`src/rtl/mem_arbiter.sv`:
```
// Two-port arbiter sharing one memory between an instruction fetch port (IM)
// and a data port (DM), with anti-starvation for IM and a bus timeout.
module mem_arbiter #(
    parameter int data_size    = 32,
    parameter int mem_size     = 16,
    parameter int STARVE_LIMIT = 4,
    parameter int TIMEOUT      = 16
) (
    input  logic                 clk,
    input  logic                 rst,
    input  logic [mem_size-1:0]  IM_Address,
    input  logic                 IM_req,
    output logic [data_size-1:0] Instruction,
    output logic                 IM_ready,
    input  logic [mem_size-1:0]  DM_Address,
    input  logic                 DM_req,
    input  logic                 DM_enable,
    input  logic [data_size-1:0] DM_Write_Data,
    output logic [data_size-1:0] DM_Read_Data,
    output logic                 DM_ready,
    output logic [mem_size-1:0]  MEM_Address,
    output logic                 MEM_req,
    output logic                 MEM_we,
    output logic [data_size-1:0] MEM_Write_Data,
    input  logic [data_size-1:0] MEM_Read_Data,
    input  logic                 MEM_ack,
    output logic                 bus_err
);

    localparam int SW = $clog2(STARVE_LIMIT + 1);
    localparam int TW = $clog2(TIMEOUT + 1);

    typedef enum logic [1:0] {IDLE, BUSY, RESP} state_t;
    typedef enum logic {OWN_IM, OWN_DM} owner_t;

    state_t        state;
    owner_t        owner;
    logic [SW-1:0] starve_cnt;
    logic [TW-1:0] tmo_cnt;
    logic          grant_dm;
    logic          tmo_last;

    // DM normally wins a tie; IM is forced through once it has been passed over STARVE_LIMIT times.
    always_comb begin
        grant_dm = DM_req && (!IM_req || (starve_cnt != SW'(STARVE_LIMIT)));
        tmo_last = (tmo_cnt == TW'(TIMEOUT - 1));
    end

    // NOTE: all state is updated with non-blocking assignments so every register
    // samples the pre-edge values, regardless of statement order.
    always_ff @(posedge clk or posedge rst) begin
        if (rst) begin
            state          <= IDLE;
            owner          <= OWN_IM;
            starve_cnt     <= '0;
            tmo_cnt        <= '0;
            Instruction    <= '0;
            IM_ready       <= 1'b0;
            DM_Read_Data   <= '0;
            DM_ready       <= 1'b0;
            MEM_Address    <= '0;
            MEM_req        <= 1'b0;
            MEM_we         <= 1'b0;
            MEM_Write_Data <= '0;
            bus_err        <= 1'b0;
        end else begin
            IM_ready <= 1'b0;
            DM_ready <= 1'b0;
            case (state)
                IDLE: begin
                    if (IM_req || DM_req) begin
                        if (grant_dm) begin
                            owner          <= OWN_DM;
                            MEM_Address    <= DM_Address;
                            MEM_we         <= DM_enable;
                            MEM_Write_Data <= DM_Write_Data;
                            if (IM_req && (starve_cnt != SW'(STARVE_LIMIT)))
                                starve_cnt <= starve_cnt + 1'b1;
                        end else begin
                            owner          <= OWN_IM;
                            MEM_Address    <= IM_Address;
                            MEM_we         <= 1'b0;
                            MEM_Write_Data <= '0;
                            starve_cnt     <= '0;
                        end
                        MEM_req <= 1'b1;
                        tmo_cnt <= '0;
                        state   <= BUSY;
                    end
                end
                BUSY: begin
                    if (MEM_ack || tmo_last) begin
                        // A timed-out access completes normally but delivers zero data.
                        if (!MEM_ack)
                            bus_err <= 1'b1;
                        if (owner == OWN_IM) begin
                            Instruction <= MEM_ack ? MEM_Read_Data : '0;
                            IM_ready    <= 1'b1;
                        end else begin
                            if (!MEM_we)
                                DM_Read_Data <= MEM_ack ? MEM_Read_Data : '0;
                            DM_ready <= 1'b1;
                        end
                        MEM_req <= 1'b0;
                        MEM_we  <= 1'b0;
                        state   <= RESP;
                    end else begin
                        tmo_cnt <= tmo_cnt + 1'b1;
                    end
                end
                RESP: begin
                    state <= IDLE;
                end
                default: begin
                    state <= IDLE;
                end
            endcase
        end
    end

endmodule
```
`config.mk`:
```
export PLATFORM = sky130hd
export DESIGN_NAME = mem_arbiter
export DESIGN_NICKNAME = d
export VERILOG_FILES = /design/src/rtl/mem_arbiter.sv
export SDC_FILE = /design/constraint.sdc
export NUM_CORES = 1
export LEC_CHECK = 0
export ABC_AREA = 1
export CORE_UTILIZATION = 46
export DETAILED_ROUTE_END_ITERATION = 10
export PLACE_DENSITY = 0.85
export SYNTH_ARGS = -nofsm -noshare
export SYNTH_HDL_FRONTEND = slang
export SYNTH_SLANG_ARGS = --single-unit
```
`constraint.sdc`:
```
create_clock -name clk -period 12.8 [get_ports clk]
set_input_delay 1.92 -clock clk [delete_from_list [all_inputs] [get_ports clk]]
set_output_delay 1.92 -clock clk [all_outputs]
set_load 0.01 [all_outputs]
```
# ---- Yosys cells after proc, flatten, opt, wreduce, memory -nomap -nowiden
# Index checks and enable logic that the tools add are counted.
dict set report word_totals {
  output_inout_bits 117
  inputBits 102
  ff_bits 128
  elab_cells 65
}
dict set report op_classes {
  n_eq_ne 7
  addsub 2
  n_reduce_logical 16
  bitwise 3
  mux 24
}
# op count
set ops {}
lappend ops {{2-to-1 mux 32 bit} 2}
lappend ops {{2-to-1 mux 16 bit} 1}
lappend ops {{AND reduction 3 bit} 5}
lappend ops {{2-to-1 mux 1 bit} 11}
lappend ops {{2-to-1 mux 5 bit} 2}
lappend ops {{case mux 5 bit (2 select lines)} 1}
lappend ops {{2-to-1 mux 3 bit} 2}
lappend ops {{inequality test 2 bit, second input constant} 3}
lappend ops {{adder 5 x 1 -> 5 bit, second input constant} 1}
lappend ops {{== test 5 x 4 -> 1 bit, second input constant} 1}
lappend ops {{2-to-1 mux 2 bit} 2}
lappend ops {{case mux 1 bit (2 select lines)} 2}
lappend ops {{case mux 2 bit (2 select lines)} 1}
lappend ops {{AND reduction 2 bit} 2}
lappend ops {{AND reduction 4 bit} 1}
lappend ops {{adder 3 x 1 -> 3 bit, second input constant} 1}
lappend ops {{logical OR 1 bit} 3}
lappend ops {{inequality test 3 bit, second input constant} 1}
lappend ops {{inverter 1 bit} 3}
lappend ops {{== test 2 x 1 -> 1 bit, second input constant} 1}
lappend ops {{logical AND 1 bit} 2}
lappend ops {{logical NOT 2 bit} 1}
lappend ops {{inequality test 2 x 1 -> 1 bit, second input constant} 1}
lappend ops {{nonzero test 2 bit} 1}
lappend ops {{logical NOT 1 bit} 1}

# ---- Longest topological paths before layout
# Gate-level depths: netlist of the first run.
dict set report depth {
  depth_word 6
  mapped_depth 11
}

# ---- Worst setup path before layout of the first run
# Ideal clock, no wire load.
dict set report synth_timing {
  path_type {input-to-reg}
  startpoint {in MEM_ack}
  endpoint {reg Instruction[25]}
  t_required_ps 12679
  cell_stages 7
  arrival_ps 2679
  n_path_buf 3
  path_slack_ps 10000
  path_cell_list {buf_4 -> nor2_4 -> nor2_8 -> nand2_2 -> buf_6 -> buf_4 -> o21ai_1}
}
dict set report synth_between {
  elab_chain_len 2
  elab_cells_between_ends 3
}
# element line_no
set synth_lines {}
lappend synth_lines {{start, declared} 26} ;# input logic MEM_ack,
lappend synth_lines {{logical OR 1 bit} 92} ;# if (MEM_ack || tmo_last) begin
lappend synth_lines {{AND reduction 3 bit (no source line)} n/a}
lappend synth_lines {{end signal, assigned} 97} ;# Instruction <= MEM_ack ? MEM_Read_Data : '0;
lappend synth_lines {{end, declared} 13} ;# output logic [data_size-1:0] Instruction,
# Parallel ways exist; a longest one is shown, timed or not.
# A chain may end at the register's enable or synchronous reset.

# ---- Final worst setup path of the first run
dict set report layout_timing {
  startpoint {in DM_req}
  endpoint {reg MEM_Write_Data[12]}
}
dict set report layout_between {
  elab_chain_len 2
  elab_cells_between_ends 4
}
# element line_no
set layout_lines {}
lappend layout_lines {{start, declared} 16} ;# input logic DM_req,
lappend layout_lines {{logical AND 1 bit / logical OR 1 bit (equally long branches)} {45, 71}}
lappend layout_lines {{2-to-1 mux 32 bit / AND reduction 2 bit (equally long branches)} n/a}
lappend layout_lines {{end signal, assigned} 76} ;# MEM_Write_Data <= DM_Write_Data;
lappend layout_lines {{end, declared} 24} ;# output logic [data_size-1:0] MEM_Write_Data,
# Parallel ways exist; a longest one is shown, timed or not.

==> results of run 1 <==
==> registers in the layout, indices dropped and copies added (netlist names), 2 cells and up <==
| register | count |
|---|---|
| tmo_cnt | 5 |
| Instruction | 32 |
| MEM_Address | 16 |
| state | 2 |
| MEM_Write_Data | 32 |
| DM_Read_Data | 32 |
| starve_cnt | 3 |
==> final timing paths <==
path	to	slack [ps]	depth (start not counted)
worst max-delay path	MEM_Write_Data[12]	8890	5
worst min-delay path	MEM_req	470	2
worst max register to register	Instruction[21]	10350	9
worst min register to register	MEM_req	470	2
max in group asynchronous	Instruction[3]	9460	3
min in group asynchronous	DM_Read_Data[27]	1970	2
==> cell families after synthesis <==
logic type	Yosys count
and+or+nand+nor	318
DFF	128
AOI/OAI and AO/OA	73
adders and majority gates	4
buffers and inverters	64
==> critical path: stages <==
cell and delay, ps:
clkdlybuf4s50_1 940, nand2_2 410, nor2_4 670, nand2_1 180, nand2_1 110
==> cells in the final DEF, fill, tap and decap left out, types with 2 or more instances in the layout <==
cell             count
ha_1                 4
clkbuf_16           17
nand2_2              4
nor2_1              10
buf_4                3
clkdlybuf4s50_1    218
clkbuf_1             2
clkinv_2             3
bufinv_16            2
nand2_1            257
clkbuf_8             4
nor2_4               2
nand3b_1            16
o21ai_0             28
inv_1               31
dfrtp_1            128
nand3_1             24
o21ai_1             41
==> per-layer routing <==
layer  up-vias  routed length [um]  part of all wire  GRT usage
met1      2245                5880              0.42      0.306
met3        18                1150             0.083     0.0640
met5         -                   0                 0          0
li1       2260                   -                 -          -
met2       218                6690              0.48      0.393
met4         0                 198             0.014     0.0924
==> layout make-up <==
| type | count | area (um2) |
|---|---|---|
| timing repair buffer | 221 | 2200 |
| sequential | 128 | 3200 |
| clock buffer | 23 | 488 |
| fill | 813 | 2980 |
| inverter | 33 | 126 |
| tap | 140 | 175 |
| multi-input combinational | 395 | 1770 |
| clock inverter | 6 | 82.6 |
==> where the power goes <==
part	internal [uW]	switching (uW)
clock network	303	156
logic	400	368
registers	583	109
total	1290	633
==> through the flow <==
| stage | hold WS (ps) | cells |
|---|---|---|
| 2_1_floorplan | 488 | 587 |
| 3_3_place_gp | 462 | 917 |
| 3_5_place_dp | 466 | 917 |
| 4_1_cts | 481 | 946 |
| 5_1_grt | 500 | 946 |
| 6_report | 474 | 946 |
==> flow_metrics.env, run 1 <==
export IMPL_outcome="completed"
export IMPL_gr_total_overflow=0
export IMPL_cts_hold_buf=0
export IMPL_clk_latency_ps=400
export IMPL_synth_common_cells="257 x nand2_1, 128 x dfrtp_1, 41 x o21ai_1, 32 x inv_1, 28 x o21ai_0"
export IMPL_synthMuxAreaShare=0
export IMPL_setup_slack_ps=8890
export IMPL_cts_resized=0
export IMPL_fin_tns_setup_ps=0
export IMPL_cts_made_buffers=17
export IMPL_synth_top_family_by_area="simple AND/OR/NAND/NOR gates"
export IMPL_crit_start="DM_req"
export IMPL_reg2reg_from="tmo_cnt[0]"
export IMPL_dp_worst_setup_slack_ps=8460
export IMPL_hold_viol=0
export IMPL_p_leak_uw=0.00382
export IMPL_cts_setup_buffers=0
export IMPL_synthXorXnorAreaFrac=0
export IMPL_gp_congestion=0.825
export IMPL_drv_cap=0
export IMPL_dp_hpwl_mm=9.41
export IMPL_grt_max_degree=72
export IMPL_ys_warn_count=0
export IMPL_io_pins=219
export IMPL_dr_pass1_iters=4
export IMPL_antenna_cells=0
export IMPL_power_uw=1920
export IMPL_hp_start="MEM_req"
export IMPL_yosysTopAreaCell="dfrtp_1"
export IMPL_fp_row_count=38
export IMPL_fin_area_um2=8050
export IMPL_clkSlewWorstSetupHoldPaths_ps=50
export IMPL_ys_top_cells_by_area="dfrtp_1 61%, nand2_1 18%, o21ai_1 3.9%"
export IMPL_startpoint_type="input port"
export IMPL_dieWidth_um=109
export IMPL_grt_usage=0.241
export IMPL_vias=4741
export IMPL_wl_mm=13.9
export IMPL_ys_seq_area_frac=0.605
export IMPL_p_per_area_nw_per_um2=238
export IMPL_die_h_um=109
export IMPL_syn_inst=587
export IMPL_peakVddDrop_mv=0.131
export IMPL_criticalPathCategory="input port to flip-flop"
export IMPL_synth_cell_type_count=27
export IMPL_required_ps=13140
export IMPL_numClockSinks=128
export IMPL_setup_violations=0
export IMPL_clock_skew_ps=8.53
export IMPL_dpl_instance_area_um2=7480
export IMPL_die_area_um2=11900
export IMPL_wl_per_cell_um=14.7
export IMPL_syn_nets=693
export IMPL_synth_area_um2=5290
export IMPL_end_kind="flip-flop"
export IMPL_synth_adder_area_share=0.00946
export IMPL_final_util=0.730
export IMPL_synth_compound_area_share=0.0709
export IMPL_worstMarginPinSlew_ps=1160
export IMPL_drv_slew=0
export IMPL_cts_root_buffer="clkbuf_16"
export IMPL_finalCritPeriodShare=0.306
export IMPL_hp_class="flip-flop to flip-flop"
export IMPL_synth_seq_cells=128
export IMPL_synth_edff_count=0
export IMPL_antenna_found_initial=0
export IMPL_syn_to_final_growth_pct=52.2
export IMPL_h_tree_depth=4
export IMPL_grt_first_pass_wirelength_mm=21.7
export IMPL_synth_top_cell_area_share=0.605
export IMPL_max_freq_mhz=256
export IMPL_ys_async_sr_fraction=1.00
export IMPL_synth_simple_area_share=0.253
export IMPL_drtIter0Drc=430
export IMPL_clockBufferDepth=2
export IMPL_rsz0062_at_grt="false"
export IMPL_vias_per_cell=5.01
export IMPL_synth_area_per_cell_um2=9.02
export IMPL_detail_route_antenna_nets=0
export IMPL_relSlewSlack=0.223
export IMPL_arrival_ps=4250
export IMPL_drive_gt1_frac=0.0533
export IMPL_path_max_fanout=34
export IMPL_synth_ff_type="dfrtp_1"
export IMPL_route_detailed_drc=0
export IMPL_grt_pass1_vias=4530
export IMPL_min_period_ps=3910
export IMPL_initial_utilization=0.480
export IMPL_final_nets=902
export IMPL_io_buffer_count=218
export IMPL_cts_tree="done"
export IMPL_yosysMostFrequentCell="nand2_1"
export IMPL_core_area_um2=11000
Note: power is estimated with default switching activity, not from simulation.
==> run 2, diff against run 1 <==
- CORE_UTILIZATION: 46 -> 43
- PLACE_DENSITY: 0.85 -> 0.8
- clock period: 12.8 -> 4 ns (I/O delays scaled with it)
==> run 2 against run 1 <==
Effect of this change: cell count grew 0.95%; via count rose by 0.32%; sequential share of layout area is 0.056 points lower; critical path depth stayed put; clock skew is 0.98 ps higher; register-to-register slack lost 8800 ps; highest routed layer unchanged.
==> flow_metrics.env, run 2 (same netlist as run 1, synthesis figures left out) <==
export IMPL_antenna_found_initial=0
export IMPL_power_uw=6130
export IMPL_gr_total_overflow=0
export IMPL_worstMarginPinSlew_ps=1140
export IMPL_max_freq_mhz=389
export IMPL_drv_cap=0
export IMPL_cpPeakStageDelay_ps=950
export IMPL_grt_max_degree=81
export IMPL_detail_route_antenna_nets=0
export IMPL_reg_top3="DM_Read_Data: 32 flops, Instruction: 32 flops, MEM_Write_Data: 32 flops"
export IMPL_setup_violations=0
export IMPL_startpoint_type="input port"
export IMPL_hp_class="flip-flop to flip-flop"
export IMPL_arrival_ps=2910
export IMPL_end_kind="flip-flop"
export IMPL_cts_setup_buffers=0
export IMPL_drive_gt1_frac=0.0532
export IMPL_final_cell_mix="257 x nand2_1, 218 x clkdlybuf4s50_1, 128 x dfrtp_1"
export IMPL_hold_viol=0
export IMPL_rsz0062_at_grt="false"
export IMPL_crit_buf_inv=1
export IMPL_gp_congestion=0.811
export IMPL_fin_tns_setup_ps=0
export IMPL_slowest_stage="clkdlybuf4s50_1"
export IMPL_final_common_cell="nand2_1"
export IMPL_drtIter0Drc=351
export IMPL_io_buffer_count=218
export IMPL_fin_area_um2=8060
export IMPL_dp_worst_setup_slack_ps=1070
export IMPL_path_max_fanout=34
export IMPL_met2_usage=0.379
export IMPL_grt_pass1_vias=4597
export IMPL_grt_first_pass_wirelength_mm=22.4
export IMPL_min_period_ps=2570
export IMPL_initial_utilization=0.441
export IMPL_outcome="completed"
export IMPL_register_area_um2=3200
export IMPL_dpl_instance_area_um2=7500
export IMPL_finalCritPeriodShare=0.643
export IMPL_globalRoute_busiestLayer="met2"
export IMPL_required_ps=4330
export IMPL_cts_root_buffer="clkbuf_16"
export IMPL_whs_ps=469
export IMPL_io_pins=219
export IMPL_crit_family="simple AND/OR/NAND/NOR gates"
export IMPL_clk_latency_ps=400
export IMPL_syn_to_final_growth_pct=52.4
export IMPL_clkSlewWorstSetupHoldPaths_ps=50
export IMPL_dp_hpwl_mm=9.63
export IMPL_antenna_cells=0
export IMPL_fp_row_count=40
export IMPL_setup_slack_ps=1430
export IMPL_drv_slew=0
export IMPL_clock_skew_ps=9.51
export IMPL_cts_resized=0
export IMPL_vias_per_cell=4.98
export IMPL_die_area_um2=12800
export IMPL_relSlewSlack=0.235
export IMPL_cts_made_buffers=17
export IMPL_dr_pass1_iters=5
export IMPL_die_h_um=113
export IMPL_core_area_um2=12000
export IMPL_vias=4756
export IMPL_peakVddDrop_mv=0.373
export IMPL_grt_use_met1=0.278
export IMPL_wl_per_cell_um=14.6
export IMPL_cts_hold_buf=0
export IMPL_dieWidth_um=113
export IMPL_h_tree_depth=4
export IMPL_cts_tree="done"
export IMPL_numClockSinks=128
export IMPL_crit_chain="clkdlybuf4s50_1 > nand2_2 > nor2_4 > nand2_1 > nand2_1"
export IMPL_p_leak_uw=0.00381
export IMPL_wl_mm=13.9
export IMPL_grt_usage=0.225
export IMPL_grtUsageMet3=0.0621
export IMPL_criticalPathCategory="input port to flip-flop"
export IMPL_critical_path_top_cell_by_count="nand2_1"
export IMPL_clockBufferDepth=2
export IMPL_multi_input_area_um2=1770
export IMPL_final_nets=903
export IMPL_fillCellCount=940
export IMPL_route_detailed_drc=0
export IMPL_p_per_area_nw_per_um2=760
[run 2: changes by cell type in the layout (fill, tap and decap cells not counted)]
cell	before	now
buf_4	3	4
clkbuf_1	2	4
clkbuf_8	4	3
clkinvlp_4	1	2
inv_4	1	0
[run 2: final cells by class]
class,instances,share of cell area
inverter,33,0.0158
sequential,128,0.397
multi-input combinational,395,0.220
clock buffer,24,0.0597
clock inverter,6,0.0102
tap,147,0.0228
timing repair buffer,222,0.274
[run 2: metal layers]
metal  share of wire  vias up  routed length, um
met5               0        -                  0
met4           0.016        0                221
met3           0.082       20               1150
met2            0.48      215               6750
met1            0.42     2253               5800
li1                -     2268                  -
[run 2: report_power, final]
group | switching [uW] | leakage (uW) | internal (uW)
registers | 338 | 0.00165 | 1870
logic | 1180 | 0.00189 | 1280
clock network | 510 | 0.000276 | 956
total | 2020 | 0.00381 | 4100
[run 2: worst paths after layout]
kind / slack (ps) / to / startpoint / cells past startpoint
max: 1430 / MEM_Write_Data[21] / DM_req / 5
min: 470 / MEM_req / MEM_req / 2
max reg2reg: 1560 / Instruction[17] / tmo_cnt[0] / 9
min reg2reg: 470 / MEM_req / MEM_req / 2
max in group asynchronous: 2440 / Instruction[3] / rst / 3
min in group asynchronous: 730 / MEM_Write_Data[23] / rst / 3
[run 2: worst min-delay path: cells and delay by family (launching register included)]
kind          cells  cell delay, ps
flops             1             330
simple gates      2             110
[run 2: through the flow]
step | cells | utilization
detailed placement | 925 | 0.624
finish | 955 | 0.671
global route | 955 | 0.671
floorplan | 587 | -
global placement | 925 | 0.624
CTS | 955 | 0.671
==> run 3, diff against run 2 <==
- CORE_UTILIZATION: 43 -> 39
- PLACE_DENSITY: 0.8 -> 0.77
- clock period: 4 -> 2.3 ns (I/O delays scaled with it)
==> run 3 against run 2 <==
Effect of this change: total power up 83%; sequential power up 73%; routed wire length down 1.7%; non-clock buffer count up 10; critical path type is now flip-flop to flip-flop; largest cell class unchanged; critical path depth up 5; clock skew down 3.5 ps; worst setup slack worse by 1100 ps.
==> flow_metrics.env, run 3 (same netlist as run 1, synthesis figures left out) <==
export IMPL_outcome="completed"
export IMPL_min_period_ps=1930
export IMPL_cts_root_buffer="clkbuf_16"
export IMPL_clk_latency_ps=410
export IMPL_drtIter0Drc=234
export IMPL_dieWidth_um=118
export IMPL_antenna_cells=0
export IMPL_final_common_cell="nand2_1"
export IMPL_whs_ps=356
export IMPL_arrival_ps=2240
export IMPL_required_ps=2610
export IMPL_die_h_um=118
export IMPL_cts_setup_buffers=0
export IMPL_gp_congestion=0.803
export IMPL_hold_viol=0
export IMPL_peakVddDrop_mv=0.794
export IMPL_die_area_um2=14000
export IMPL_antenna_found_initial=0
export IMPL_drive_gt1_frac=0.0695
export IMPL_io_pins=219
export IMPL_rsz0062_at_grt="false"
export IMPL_relSlewSlack=0.514
export IMPL_grt_first_pass_wirelength_mm=22.7
export IMPL_gr_total_overflow=0
export IMPL_drv_slew=0
export IMPL_end_kind="flip-flop"
export IMPL_dp_hpwl_mm=9.75
export IMPL_clock_skew_ps=6.04
export IMPL_fp_row_count=42
export IMPL_cts_resized=0
export IMPL_cts_tree="done"
export IMPL_cpPeakStageDelay_ps=410
export IMPL_grt_max_degree=47
export IMPL_final_cell_mix="257 x nand2_1, 218 x clkdlybuf4s50_1, 128 x dfrtp_1"
export IMPL_core_area_um2=13200
export IMPL_dr_pass1_iters=4
export IMPL_hp_class="input port to async pin"
export IMPL_cts_hold_buf=0
export IMPL_finalCritPeriodShare=0.838
export IMPL_vias_per_cell=4.64
export IMPL_numClockSinks=128
export IMPL_fin_area_um2=8380
export IMPL_cts_made_buffers=17
export IMPL_vias=4623
export IMPL_worstMarginPinSlew_ps=728
export IMPL_wl_per_cell_um=13.7
export IMPL_syn_to_final_growth_pct=58.3
export IMPL_p_leak_uw=0.00395
export IMPL_h_tree_depth=4
export IMPL_final_nets=913
export IMPL_route_detailed_drc=0
export IMPL_crit_chain="ha_1 > nand2_1 > nor2_1 > ha_1 > nor2_4 > nor2_8 > nand2_2 > buf_12 > nand2_1 > o21ai_0"
export IMPL_clkSlewWorstSetupHoldPaths_ps=60
export IMPL_slowest_stage="dfrtp_1"
export IMPL_p_per_area_nw_per_um2=1340
export IMPL_crit_family="simple AND/OR/NAND/NOR gates"
export IMPL_fin_tns_setup_ps=0
export IMPL_crit_buf_inv=1
export IMPL_grt_pass1_vias=4527
export IMPL_io_buffer_count=218
export IMPL_drv_cap=0
export IMPL_initial_utilization=0.400
export IMPL_clockBufferDepth=2
export IMPL_startpoint_type="flip-flop"
export IMPL_grt_usage=0.208
export IMPL_setup_violations=0
export IMPL_criticalPathCategory="flip-flop to flip-flop"
export IMPL_power_uw=11200
export IMPL_wl_mm=13.7
export IMPL_dpl_instance_area_um2=7690
export IMPL_detail_route_antenna_nets=0
export IMPL_max_freq_mhz=519
export IMPL_path_max_fanout=40
export IMPL_reg_top3="DM_Read_Data: 32 flops, Instruction: 32 flops, MEM_Write_Data: 32 flops"
-- run 3: cell count changes in the layout (fill, tap and decap cells not counted), sizes merged --
cell | previous run | this run
buf | 4 | 14
bufinv | 2 | 6
clkbuf | 24 | 23
clkinv | 3 | 2
-- run 3: layer usage --
layer  vias up  GRT usage  wire length [um]
met4         0     0.0665               167
li1       2292          -                 -
met3        15     0.0854              1240
met5         -          0                 0
met2       178      0.323              6310
met1      2138      0.264              5970
-- run 3: where the power goes --
part / switching [uW] / total, uW / internal, uW
Combinational: 2040 / 4360 / 2310
Sequential: 566 / 3810 / 3240
Clock: 933 / 3080 / 2150
-- run 3: stage by stage --
stage / instances / setup slack, ps / util
finish: 996 / 373 / 0.632
global placement: 964 / 336 / 0.580
detailed placement: 964 / 368 / 0.580
global route: 996 / 215 / 0.632
floorplan: 587 / 374 / -
CTS: 996 / 354 / 0.632
-- run 3: final timing paths --
check                                start                to  slack (ps)  cells after the start
max in group asynchronous              rst    Instruction[5]        1340                      3
worst min-delay path                   rst  DM_Read_Data[24]         360                      2
worst min register to register     bus_err           bus_err         460                      1
worst max-delay path            tmo_cnt[0]   DM_Read_Data[5]         370                     10
worst max register to register  tmo_cnt[0]   DM_Read_Data[5]         370                     10
min in group clk                   bus_err           bus_err         460                      1
-- run 3: cell type report --
cell class	count	area (um2)
Multi-Input combinational cell	395	1770
Sequential cell	128	3200
Inverter	33	128
Tap cell	176	220
Fill cell	1091	4870
Clock buffer	23	488
Clock inverter	9	201
Timing Repair Buffer	232	2360
